$ cat src/rtl/text_console_buffer.sv
// text_console_buffer: COLS x ROWS character-cell RAM with cursor tracking and control-code handling.
// Define TEXT_CONSOLE_SCROLL_EN to scroll through a top-row base register instead of wrapping to row 0.
module text_console_buffer #(
   parameter int unsigned       COLS    = 16,
   parameter int unsigned       ROWS    = 12,
   parameter int unsigned       CELL_PX = 40,
   parameter int unsigned       DATA_W  = 8,
   parameter logic [DATA_W-1:0] BLANK   = 8'h20
) (
   input  logic                    iCLK,
   input  logic                    iRST_N,
   input  logic [DATA_W-1:0]       iChar,
   input  logic                    iChar_Valid,
   output logic                    oChar_Ready,
   input  logic [$clog2(COLS)-1:0] iRd_Col,
   input  logic [$clog2(ROWS)-1:0] iRd_Row,
   output logic [DATA_W-1:0]       oRd_Char,
   output logic [$clog2(COLS)-1:0] oCur_Col,
   output logic [$clog2(ROWS)-1:0] oCur_Row,
   output logic [9:0]              oCur_X,
   output logic [9:0]              oCur_Y,
   output logic                    oBusy
);
   localparam int unsigned CW    = $clog2(COLS);
   localparam int unsigned RW    = $clog2(ROWS);
   localparam int unsigned DEPTH = COLS * ROWS;
   localparam int unsigned AW    = $clog2(DEPTH);
   localparam logic [CW-1:0] LAST_COL  = CW'(COLS - 1);
   localparam logic [RW-1:0] LAST_ROW  = RW'(ROWS - 1);
   localparam logic [AW-1:0] LAST_ADDR = AW'(DEPTH - 1);
   localparam logic [7:0] CODE_BS = 8'h08;
   localparam logic [7:0] CODE_CR = 8'h0D;
   localparam logic [7:0] CODE_FF = 8'h0C;

`ifdef TEXT_CONSOLE_SCROLL_EN
   typedef enum logic [1:0] {S_CLEAR, S_IDLE, S_CLRROW} state_t;
`else
   typedef enum logic [1:0] {S_CLEAR, S_IDLE} state_t;
`endif

   state_t            state, state_nxt;
   logic [CW-1:0]     cur_col, col_nxt;
   logic [RW-1:0]     cur_row, row_nxt;
   logic [AW-1:0]     clr_addr;
   logic [AW-1:0]     wr_addr;
   logic [DATA_W-1:0] wr_data;
   logic              we;
   logic              transfer;
   logic              row_adv;
   logic [7:0]        code;
   logic [DATA_W-1:0] mem [DEPTH];

`ifdef TEXT_CONSOLE_SCROLL_EN
   logic [RW-1:0] base, base_nxt;
   logic [CW-1:0] clr_cnt;
   logic          row_wrap;

   always_ff @(posedge iCLK) begin
      if (!iRST_N) begin
         base    <= '0;
         clr_cnt <= '0;
      end else begin
         base    <= base_nxt;
         clr_cnt <= (state == S_CLRROW) ? clr_cnt + 1'b1 : '0;
      end
   end

   assign row_wrap = row_adv && (cur_row == LAST_ROW);
`else
   logic [RW-1:0] base;
   assign base = '0;
`endif

   // Screen row is rotated by the top-row base before forming the physical address.
   function automatic logic [AW-1:0] cell_addr(input logic [RW-1:0] row, input logic [CW-1:0] col,
                                               input logic [RW-1:0] top);
      logic [RW:0] prow;
      prow = {1'b0, row} + {1'b0, top};
      if (prow >= (RW+1)'(ROWS)) prow = prow - (RW+1)'(ROWS);
      return AW'(prow) * AW'(COLS) + AW'(col);
   endfunction

   assign code     = iChar[7:0];
   assign transfer = iChar_Valid && (state == S_IDLE);
   assign row_adv  = transfer && ((code == CODE_CR) ||
                     ((code != CODE_BS) && (code != CODE_FF) && (cur_col == LAST_COL)));

   always_ff @(posedge iCLK) begin
      if (!iRST_N) state <= S_CLEAR;
      else         state <= state_nxt;
   end

   always_comb begin
      state_nxt = state;
      case (state)
         S_CLEAR: if (clr_addr == LAST_ADDR) state_nxt = S_IDLE;
         S_IDLE: begin
            if (transfer && (code == CODE_FF)) state_nxt = S_CLEAR;
`ifdef TEXT_CONSOLE_SCROLL_EN
            else if (row_wrap) state_nxt = S_CLRROW;
`endif
         end
`ifdef TEXT_CONSOLE_SCROLL_EN
         S_CLRROW: if (clr_cnt == LAST_COL) state_nxt = S_IDLE;
`endif
         default: state_nxt = S_CLEAR;
      endcase
   end

   always_comb begin
      oChar_Ready = (state == S_IDLE);
      oBusy       = (state == S_CLEAR);
      we          = 1'b0;
      wr_addr     = clr_addr;
      wr_data     = BLANK;
      case (state)
         S_IDLE: begin
            if (transfer && (code == CODE_BS)) begin
               we      = 1'b1;
               wr_addr = cell_addr(row_nxt, col_nxt, base);
            end else if (transfer && (code != CODE_CR) && (code != CODE_FF)) begin
               we      = 1'b1;
               wr_addr = cell_addr(cur_row, cur_col, base);
               wr_data = iChar;
            end
         end
         default: we = 1'b1;
      endcase
   end

   always_comb begin
      col_nxt = cur_col;
      row_nxt = cur_row;
`ifdef TEXT_CONSOLE_SCROLL_EN
      base_nxt = base;
`endif
      if (transfer) begin
         case (code)
            CODE_BS: begin
               if (cur_col != '0) begin
                  col_nxt = cur_col - 1'b1;
               end else if (cur_row != '0) begin
                  col_nxt = LAST_COL;
                  row_nxt = cur_row - 1'b1;
               end
            end
            CODE_CR: col_nxt = '0;
            CODE_FF: begin
               col_nxt = '0;
               row_nxt = '0;
`ifdef TEXT_CONSOLE_SCROLL_EN
               base_nxt = '0;
`endif
            end
            default: col_nxt = (cur_col == LAST_COL) ? '0 : cur_col + 1'b1;
         endcase
         if (row_adv) begin
            if (cur_row != LAST_ROW) row_nxt = cur_row + 1'b1;
`ifdef TEXT_CONSOLE_SCROLL_EN
            else base_nxt = (base == LAST_ROW) ? '0 : base + 1'b1;
`else
            else row_nxt = '0;
`endif
         end
      end
   end

   // In IDLE the sweep pointer is preloaded: 0 for a full clear, the old top row for a scroll.
   always_ff @(posedge iCLK) begin
      if (!iRST_N) begin
         cur_col  <= '0;
         cur_row  <= '0;
         clr_addr <= '0;
      end else begin
         cur_col <= col_nxt;
         cur_row <= row_nxt;
         if (state == S_IDLE) clr_addr <= (state_nxt == S_CLEAR) ? '0 : AW'(base) * AW'(COLS);
         else                 clr_addr <= clr_addr + 1'b1;
      end
   end

   always_ff @(posedge iCLK) begin
      if (we && iRST_N) mem[wr_addr] <= wr_data;
   end

   always_ff @(posedge iCLK) begin
      if (!iRST_N) oRd_Char <= '0;
      else         oRd_Char <= mem[cell_addr(iRd_Row, iRd_Col, base)];
   end

   assign oCur_Col = cur_col;
   assign oCur_Row = cur_row;
   assign oCur_X   = 10'(cur_col) * 10'(CELL_PX);
   assign oCur_Y   = 10'(cur_row) * 10'(CELL_PX);

endmodule
$ cat config.mk
export PLATFORM = sky130hd
export DESIGN_NAME = text_console_buffer
export DESIGN_NICKNAME = d
export VERILOG_FILES = /design/src/rtl/text_console_buffer.sv
export SDC_FILE = /design/constraint.sdc
export NUM_CORES = 1
export LEC_CHECK = 0
export ABC_AREA = 1
export CAP_MARGIN = 20
export CORE_ASPECT_RATIO = 0.9
export CORE_UTILIZATION = 48
export CTS_BUF_LIST = sky130_fd_sc_hd__clkbuf_8
export CTS_CLUSTER_DIAMETER = 30
export DETAILED_ROUTE_END_ITERATION = 8
export PLACE_DENSITY = 0.62
export SLEW_MARGIN = 15
export SYNTH_ARGS = -nofsm -noshare
export SYNTH_HDL_FRONTEND = slang
export SYNTH_SLANG_ARGS = --single-unit
export TNS_END_PERCENT = 50
$ cat constraint.sdc
create_clock -name iCLK -period 10.08 [get_ports iCLK]
set_input_delay 2.016 -clock iCLK [delete_from_list [all_inputs] [get_ports iCLK]]
set_output_delay 2.016 -clock iCLK [all_outputs]
set_load 0.02 [all_outputs]
==> results of run 1 <==
## critical path, cell delays in order, from the launching register on
cell             delay, ns
dfxtp_1               0.66
ha_1                  0.26
ha_1                  0.17
inv_1                 0.07
fa_1                  0.41
xnor2_1               0.14
clkdlybuf4s50_1       0.62
## cells by family (layout without fill, tap and decap cells)
| family | after synthesis | after routing | synth area share, % |
|---|---|---|---|
| xor gates and xnor gates | 6 | 6 | 0.0807 |
| other | 1 | 8 | 0.00576 |
| and+or+nand+nor | 3455 | 3455 | 23.1 |
| adders and majority gates | 16 | 16 | 0.330 |
| AOI/OAI and AO/OA | 208 | 208 | 1.95 |
| buffers and inverters | 443 | 718 | 2.99 |
| DFF | 1561 | 1561 | 71.6 |
## layer usage
layer  part of all wire [%]  wire (um)  up-vias  global-route usage [%]
li1                       -          -    20050                       -
met2                     45      82000     2014                    40.2
met5                 0.0071         13        -                       0
met1                     43      78000    21359                    37.8
met3                    8.9      16300      325                    5.86
met4                    3.1       5700        2                    9.98
## synthesized netlist by cell type (all sizes together)
library cell,count
a21oi,111
o211a,1
edfxtp,1536
nor2,288
nand4,3
xnor2,3
conb,1
dfxtp,25
buf,146
clkbuf,233
o21ai,25
xor2,3
nand2,1993
o31ai,16
ha,14
o211ai,51
o22ai,1
nand3,1168
o21a,2
inv,62
nor3,3
fa,2
clkinv,2
o21bai,1
## area by class of cell
type,count,area [um2],area share (%)
Inverter,64,270,0.369
Timing Repair Buffer,105,1070,1.46
Clock buffer,328,4510,6.16
Clock inverter,221,1870,2.55
Antenna cell,2,5.00,0.00683
Sequential cell,1561,46600,63.6
Tap cell,1806,2260,3.08
Multi-Input combinational cell,3691,16600,22.7
## state kept, by name, indices dropped and copies added, names as in the netlist
name      cells
clr_addr      8
mem        1536
oCur_Col      4
oCur_Row      4
oRd_Char      8
state         1
## stage by stage
| step | power [mW] | hold WS (ns) | utilization [%] | area [um2] | cells |
|---|---|---|---|---|---|
| final | 14.3 | 0.450 | 54.7 | 73300 | 7778 |
| after global routing | 14.7 | 0.464 | 54.7 | 73300 | 7778 |
| after CTS | 14.4 | 0.451 | 54.7 | 73300 | 7776 |
| after detailed placement | 7.83 | 0.437 | 49.9 | 66900 | 7227 |
| after global placement | 7.82 | 0.437 | 49.9 | 66800 | 7226 |
| after floorplan | 7.59 | 0.417 | - | 65100 | 5695 |
## placed cells by master (no fill, tap or decap), drive strengths merged, types with 6 or more instances in the layout
master | netlist | final
conb | 1 | 6
a21oi | 111 | 111
o31ai | 16 | 16
inv | 62 | 116
clkinvlp | 0 | 28
buf | 146 | 60
clkinv | 2 | 111
clkdlybuf4s50 | 0 | 45
nor2 | 288 | 288
nand2 | 1993 | 1993
clkbuf | 233 | 328
nand3 | 1168 | 1168
edfxtp | 1536 | 1536
dfxtp | 25 | 25
ha | 14 | 14
bufinv | 0 | 30
o211ai | 51 | 51
o21ai | 25 | 25
## power groups by stage
stage | Combinational (mW) | Sequential, mW | Clock, mW
after floorplan | 0.415 | 7.17 | 0
after global placement | 0.654 | 7.17 | 0
after detailed placement | 0.656 | 7.17 | 0
after CTS | 0.658 | 7.04 | 6.69
after global routing | 0.720 | 7.03 | 6.99
final | 0.667 | 7.04 | 6.61
## worst paths after layout
kind                               start                     end  slack [ns]  depth (start not counted)
hold reg to reg   clr_addr[0]$_SDFF_PP0_  clr_addr[0]$_SDFF_PP0_        0.45                          1
setup / recovery  oCur_Col[2]$_SDFF_PN0_               oCur_X[8]        4.76                          6
setup reg to reg   state[0]$_SDFFE_PN0P_    mem[83][7]$_DFFE_PP_        5.91                         10
hold / removal    clr_addr[0]$_SDFF_PP0_  clr_addr[0]$_SDFF_PP0_        0.45                          1
==> results_tabular.tex, run 1 <==
\begin{tabular}{lr}
\hline
Metric & Value \\
\hline
\multicolumn{2}{l}{\textbf{Synthesis}} \\
\quad Cells after Synth & 5690 \\
\quad Fraction of synthesized cell area taken by the top area cell type & 70.8\% \\
\quad Seq cells post-synth & roughly 1600 \\
\quad Count of different cell masters after synthesis & between 40 and 50 \\
\quad Top cells by area in the synthesized netlist & edfxtp\_1 71\%, nand2\_1 11\%, nand3\_1 8.9\% \\
\quad Total number of yosys warnings & 0 \\
\quad Average instance area after synthesis & 11.4 um2 \\
\quad Synthesized area & about 0.065 mm2 \\
\quad Largest area contributor in the synthesized netlist & edfxtp\_1 \\
\quad Sequential area share after synthesis & between 70\% and 80\% \\
\multicolumn{2}{l}{\textbf{Route}} \\
\quad WL final & $\sim$180000 um \\
\quad Via Count & between 40000 and 50000 \\
\quad WL per Instance & 23.4 um \\
\quad Total iterations of the first detailed-routing run & 6 \\
\quad DRC violation count after routing & 0 \\
\quad Average vias per placed instance & 5.62 \\
\quad Initial detailed-routing violation count & about 5200 \\
\quad Antenna Violating Nets Remaining & 0 \\
\multicolumn{2}{l}{\textbf{Critical path}} \\
\quad Kind of launch point of the worst setup path & flop \\
\quad CP endpoint kind & primary output \\
\quad Largest driver fanout on the critical path & 12 \\
\quad Worst Path Required & 8.06 ns \\
\quad Worst Setup Path Type & reg2out \\
\quad Arrival @ worst endpoint & 3.31 ns \\
\multicolumn{2}{l}{\textbf{STA}} \\
\quad Slew at the pin closest to its max-slew limit & roughly 1.1 ns \\
\quad Tcrit/Tclk final & between 50\% and 60\% \\
\quad Final hold violation count & 0 \\
\quad Setup repair after global routing missed its margin & no \\
\quad Maximum frequency from static timing analysis & between 0.15 and 0.2 GHz \\
\quad Post-route setup slack & approximately 4.8 ns \\
\quad Final Max Tran Viols & 0 \\
\quad Final setup violation count & 0 \\
\quad Setup TNS & 0 ns \\
\quad Layout Skew & between 0.05 and 0.06 ns \\
\quad Clock period minus worst slack & about 5.3 ns \\
\quad Max-Slew Margin vs Limit & between 20\% and 30\% \\
\multicolumn{2}{l}{\textbf{Global routing}} \\
\quad Grt ovf & 0 \\
\quad Vias in the first global route & $\sim$42000 \\
\quad Pin count of the biggest net entering global routing & 229 \\
\quad Number of antenna violations at the first check in global routing & 3 \\
\quad Overall track demand over capacity in global routing & between 20\% and 30\% \\
\quad First-pass GRT wire length & 271000 um \\
\multicolumn{2}{l}{\textbf{Clock tree}} \\
\quad Total CTS buffers & 323 \\
\quad Clock tree from TritonCTS & built \\
\quad Post-CTS resize count & 0 \\
\quad Number of levels in the clock H-tree & 5 \\
\quad Clock-pin slew reported for the worst setup and hold paths after clock tree synthesis & approximately 0.06 ns \\
\quad Number of buffers inserted to repair setup after CTS & 0 \\
\quad CTS sink cnt & roughly 1600 \\
\quad Clock Latency Late Sink & approximately 1.0 ns \\
\quad Hold bufs inserted after CTS & 0 \\
\quad Clock root buffer master & clkbuf\_8 \\
\quad Number of buffers on the longest clock path & 4 \\
\multicolumn{2}{l}{\textbf{Power and ir drop}} \\
\quad Share of power burned in the clock network & a little under half \\
\quad Fraction of power consumed by sequential logic & 49.2\% \\
\quad Switching Share & a little under a quarter \\
\quad Power dissipated by switching net loads & $\sim$3.3 mW \\
\quad Power Internal & between 10 and 15 mW \\
\quad Leakage power & $\sim$27 nW \\
\quad Maximum vdd ir drop & approximately 0.13 mV \\
\quad Power density of the placed cells & between 150 and 200 mW/mm2 \\
\quad Share of power burned in combinational logic & 4.7\% \\
\multicolumn{2}{l}{\textbf{Die}} \\
\quad Chip width & approximately 400 um \\
\quad Die Y & between 300 and 400 um \\
\quad Standard-cell rows & $\sim$130 \\
\quad Number of primary I/O pins & between 50 and 60 \\
\quad Core Footprint & about 0.13 mm2 \\
\quad Die footprint & approximately 0.14 mm2 \\
\quad Starting density of the core & slightly below 50\% \\
\multicolumn{2}{l}{\textbf{Placement}} \\
\quad Count of buffers from port buffering & 50 \\
\quad Placement-stage worst setup slack & 3.93 ns \\
\quad Placer congestion estimate & between 0.8 and 0.9 \\
\quad DP HPWL & a little over 100000 um \\
\multicolumn{2}{l}{\textbf{Outcome}} \\
\quad Run status & finished, final reports clean \\
\multicolumn{2}{l}{\textbf{Final layout}} \\
\quad Signed area change from the synthesized netlist to the final layout & 12.5\% \\
\quad Fraction of final layout cells sized beyond drive strength 1 & between 10\% and 20\% \\
\quad Final net count & about 5800 \\
\quad Fill cell instance count of the final layout & 11304 \\
\multicolumn{2}{l}{\textbf{Hold path}} \\
\quad Class of the worst hold path & reg2reg \\
\multicolumn{2}{l}{\textbf{Run}} \\
\quad Max cap viols & 0 \\
\hline
\end{tabular}
(Power assumes the default switching activity.)
==> run 2: changes to the inputs <==
Settings changed: PLACE_DENSITY 0.62 to 0.65.
Clock period 10.08 ns to 4.6 ns, I/O delays scaled along.
==> run 2 against run 1 <==
Net effect:
- clock skew is 0.0013 ns higher
- clock power is 110% higher
- sequential share of layout area is 1.2 points lower
- largest cell class unchanged
- sequential cell count stayed put
- non-clock buffer count is 173 higher
- worst setup slack worse by 4.3 ns
- largest power group unchanged
- cell area is 1.9% higher
- critical path depth stayed put
- combinational power is 120% higher
- global-route usage is 0.27 points lower
==> results_tabular.tex, run 2 (synthesized netlist as in run 1, its figures left out) <==
\begin{tabular}{lr}
\hline
Metric & Value \\
\hline
\multicolumn{2}{l}{\textbf{Final layout}} \\
\quad Registers with the most flip-flops & mem x1536, clr\_addr x8, oRd\_Char x8 \\
\quad Register bank with the most flops & mem \\
\quad Final net count & approximately 6000 \\
\quad Fraction of final layout cells sized beyond drive strength 1 & 13.5\% \\
\quad Max FFs per register & approximately 1500 \\
\quad Final cell count without fillers & slightly below 8000 \\
\quad Most common library cell in the layout ignoring fill and taps & nand2\_1 \\
\quad Signed area change from the synthesized netlist to the final layout & 14.6\% \\
\quad Finished layout cell area & $\sim$0.075 mm2 \\
\quad End-of-flow core utilization & a little under three fifths \\
\quad Most frequent cells in the layout & 1959 x nand2\_1, 1536 x edfxtp\_1, 1161 x nand3\_1 \\
\multicolumn{2}{l}{\textbf{Placement}} \\
\quad Placed cell area & a little under 0.07 mm2 \\
\quad Placer congestion estimate & 0.902 \\
\quad DP HPWL & 105000 um \\
\quad Number of cells after detailed placement & between 7000 and 8000 \\
\quad Placement-stage worst setup slack & 0.209 ns \\
\quad Count of buffers from port buffering & 50 \\
\multicolumn{2}{l}{\textbf{Clock tree}} \\
\quad Hold bufs inserted after CTS & 0 \\
\quad Number of buffers on the longest clock path & 4 \\
\quad Clock tree from TritonCTS & built \\
\quad Number of levels in the clock H-tree & 5 \\
\quad Clock-pin slew reported for the worst setup and hold paths after clock tree synthesis & about 0.060 ns \\
\quad Clock Latency Late Sink & 1.00 ns \\
\quad CTS sink cnt & about 1600 \\
\quad Number of buffers inserted to repair setup after CTS & 0 \\
\quad Post-CTS resize count & 0 \\
\quad Clock root buffer master & clkbuf\_8 \\
\quad Total CTS buffers & about 300 \\
\multicolumn{2}{l}{\textbf{Critical path}} \\
\quad Total number of cells along the worst setup path & 6 \\
\quad Crit-path leading delay family & adder cells \\
\quad Kind of launch point of the worst setup path & flop \\
\quad Endpoint of the most critical register-to-register path & mem[52][3]\$\_DFFE\_PP\_ \\
\quad Cell with the largest stage delay on the worst path & dfxtp\_1 \\
\quad CP endpoint kind & primary output \\
\quad Biggest cell delay along the critical path & between 0.6 and 0.7 ns \\
\quad Sequence of cells on the critical path & ha\_1, ha\_1, inv\_1, fa\_1, xnor2\_1, clkdlybuf4s50\_1 \\
\quad Worst Setup Path Type & reg2out \\
\quad Number of cells on the worst reg-to-reg path & 15 \\
\quad Arrival @ worst endpoint & roughly 3.3 ns \\
\quad Start of the worst register-to-register path & oCur\_Col[0]\$\_SDFF\_PN0\_ \\
\quad R2r setup slk & 1.00 ns \\
\quad Sum of buffers and inverters on the critical path & 2 \\
\quad Worst Path Required & roughly 3.7 ns \\
\quad Largest driver fanout on the critical path & 12 \\
\quad Worst Setup EP & oCur\_X[8] \\
\quad Worst Setup SP & oCur\_Col[2]\$\_SDFF\_PN0\_ \\
\quad Cell repeated most along the worst path & ha\_1 \\
\multicolumn{2}{l}{\textbf{Route}} \\
\quad Via Count & $\sim$44000 \\
\quad DRC violation count after routing & 0 \\
\quad Average vias per placed instance & roughly 5.6 \\
\quad WL per Instance & approximately 23 um \\
\quad Antenna Violating Nets Remaining & 0 \\
\quad WL final & 179000 um \\
\quad Total iterations of the first detailed-routing run & 9 \\
\quad Initial detailed-routing violation count & roughly 5500 \\
\multicolumn{2}{l}{\textbf{STA}} \\
\quad Maximum frequency from static timing analysis & $\sim$0.24 GHz \\
\quad Layout Skew & around 0.053 ns \\
\quad Max-Slew Margin vs Limit & 40.2\% \\
\quad Setup repair after global routing missed its margin & no \\
\quad Setup TNS & 0 ns \\
\quad Slew at the pin closest to its max-slew limit & around 0.9 ns \\
\quad Final setup violation count & 0 \\
\quad Final hold violation count & 0 \\
\quad Tightest hold margin & 0.448 ns \\
\quad Final Max Tran Viols & 0 \\
\quad Clock period minus worst slack & 4.18 ns \\
\quad Post-route setup slack & roughly 0.42 ns \\
\quad Tcrit/Tclk final & about nine tenths \\
\multicolumn{2}{l}{\textbf{Global routing}} \\
\quad Number of antenna violations at the first check in global routing & 4 \\
\quad Vias in the first global route & $\sim$43000 \\
\quad Pin count of the biggest net entering global routing & between 150 and 200 \\
\quad Grt ovf & 0 \\
\quad First-pass GRT wire length & $\sim$270000 um \\
\quad Overall track demand over capacity in global routing & between 20\% and 30\% \\
\multicolumn{2}{l}{\textbf{Die}} \\
\quad Die Y & $\sim$350 um \\
\quad Core Footprint & 0.134 mm2 \\
\quad Die footprint & 0.137 mm2 \\
\quad Number of primary I/O pins & 57 \\
\quad Starting density of the core & 48.6\% \\
\quad Chip width & approximately 400 um \\
\quad Standard-cell rows & roughly 130 \\
\multicolumn{2}{l}{\textbf{Outcome}} \\
\quad Run status & finished, final reports clean \\
\multicolumn{2}{l}{\textbf{Run}} \\
\quad Max cap viols & 0 \\
\multicolumn{2}{l}{\textbf{Power and ir drop}} \\
\quad Maximum vdd ir drop & about 0.31 mV \\
\quad Power density of the placed cells & 411 mW/mm2 \\
\quad Overall Power & approximately 31 mW \\
\quad Leakage power & around 28 nW \\
\multicolumn{2}{l}{\textbf{Hold path}} \\
\quad Worst min-delay path startpoint & clr\_addr[0]\$\_SDFF\_PP0\_ \\
\quad Class of the worst hold path & reg2reg \\
\hline
\end{tabular}
==> run 2: cell count changes in the layout (fill, tap and decap cells not counted), sizes merged <==
cell and change:
clkinv -19, clkinvlp -1, buf +173, inv -1, clkbuf -16, diode -1, bufinv -2
==> run 2: layout make-up <==
cell class	count	area [um2]
diodes	1	2.50
clock buffers	312	4290
clock inverters	198	1710
fillers	11068	59300
inverters	64	269
multi-input cells	3691	16600
flip-flops and latches	1561	46600
well taps	1806	2260
repair buffers	278	2830
==> run 2: routing by layer <==
| metal | vias to the layer above | GRT usage [%] | share of wire [%] |
|---|---|---|---|
| met4 | 2 | 10.7 | 3.5 |
| met2 | 2453 | 39.4 | 45 |
| li1 | 20345 | - | - |
| met5 | - | 0 | 0.0050 |
| met3 | 383 | 5.48 | 11 |
| met1 | 21218 | 37.7 | 41 |
==> run 2: power by group <==
group	internal, mW	switching, mW	total, mW
combinational	0.405	1.08	1.48
sequential	15.4	0.00606	15.4
clock	7.91	5.87	13.8
==> run 2: how the worst min path moves through the flow <==
stage,cells past startpoint,to
final,1,clr_addr[0]$_SDFF_PP0_
after global routing,1,clr_addr[0]$_SDFF_PP0_
after CTS,1,clr_addr[0]$_SDFF_PP0_
after detailed placement,1,clr_addr[0]$_SDFF_PP0_
after global placement,1,clr_addr[0]$_SDFF_PP0_
after floorplan,1,clr_addr[0]$_SDFF_PP0_
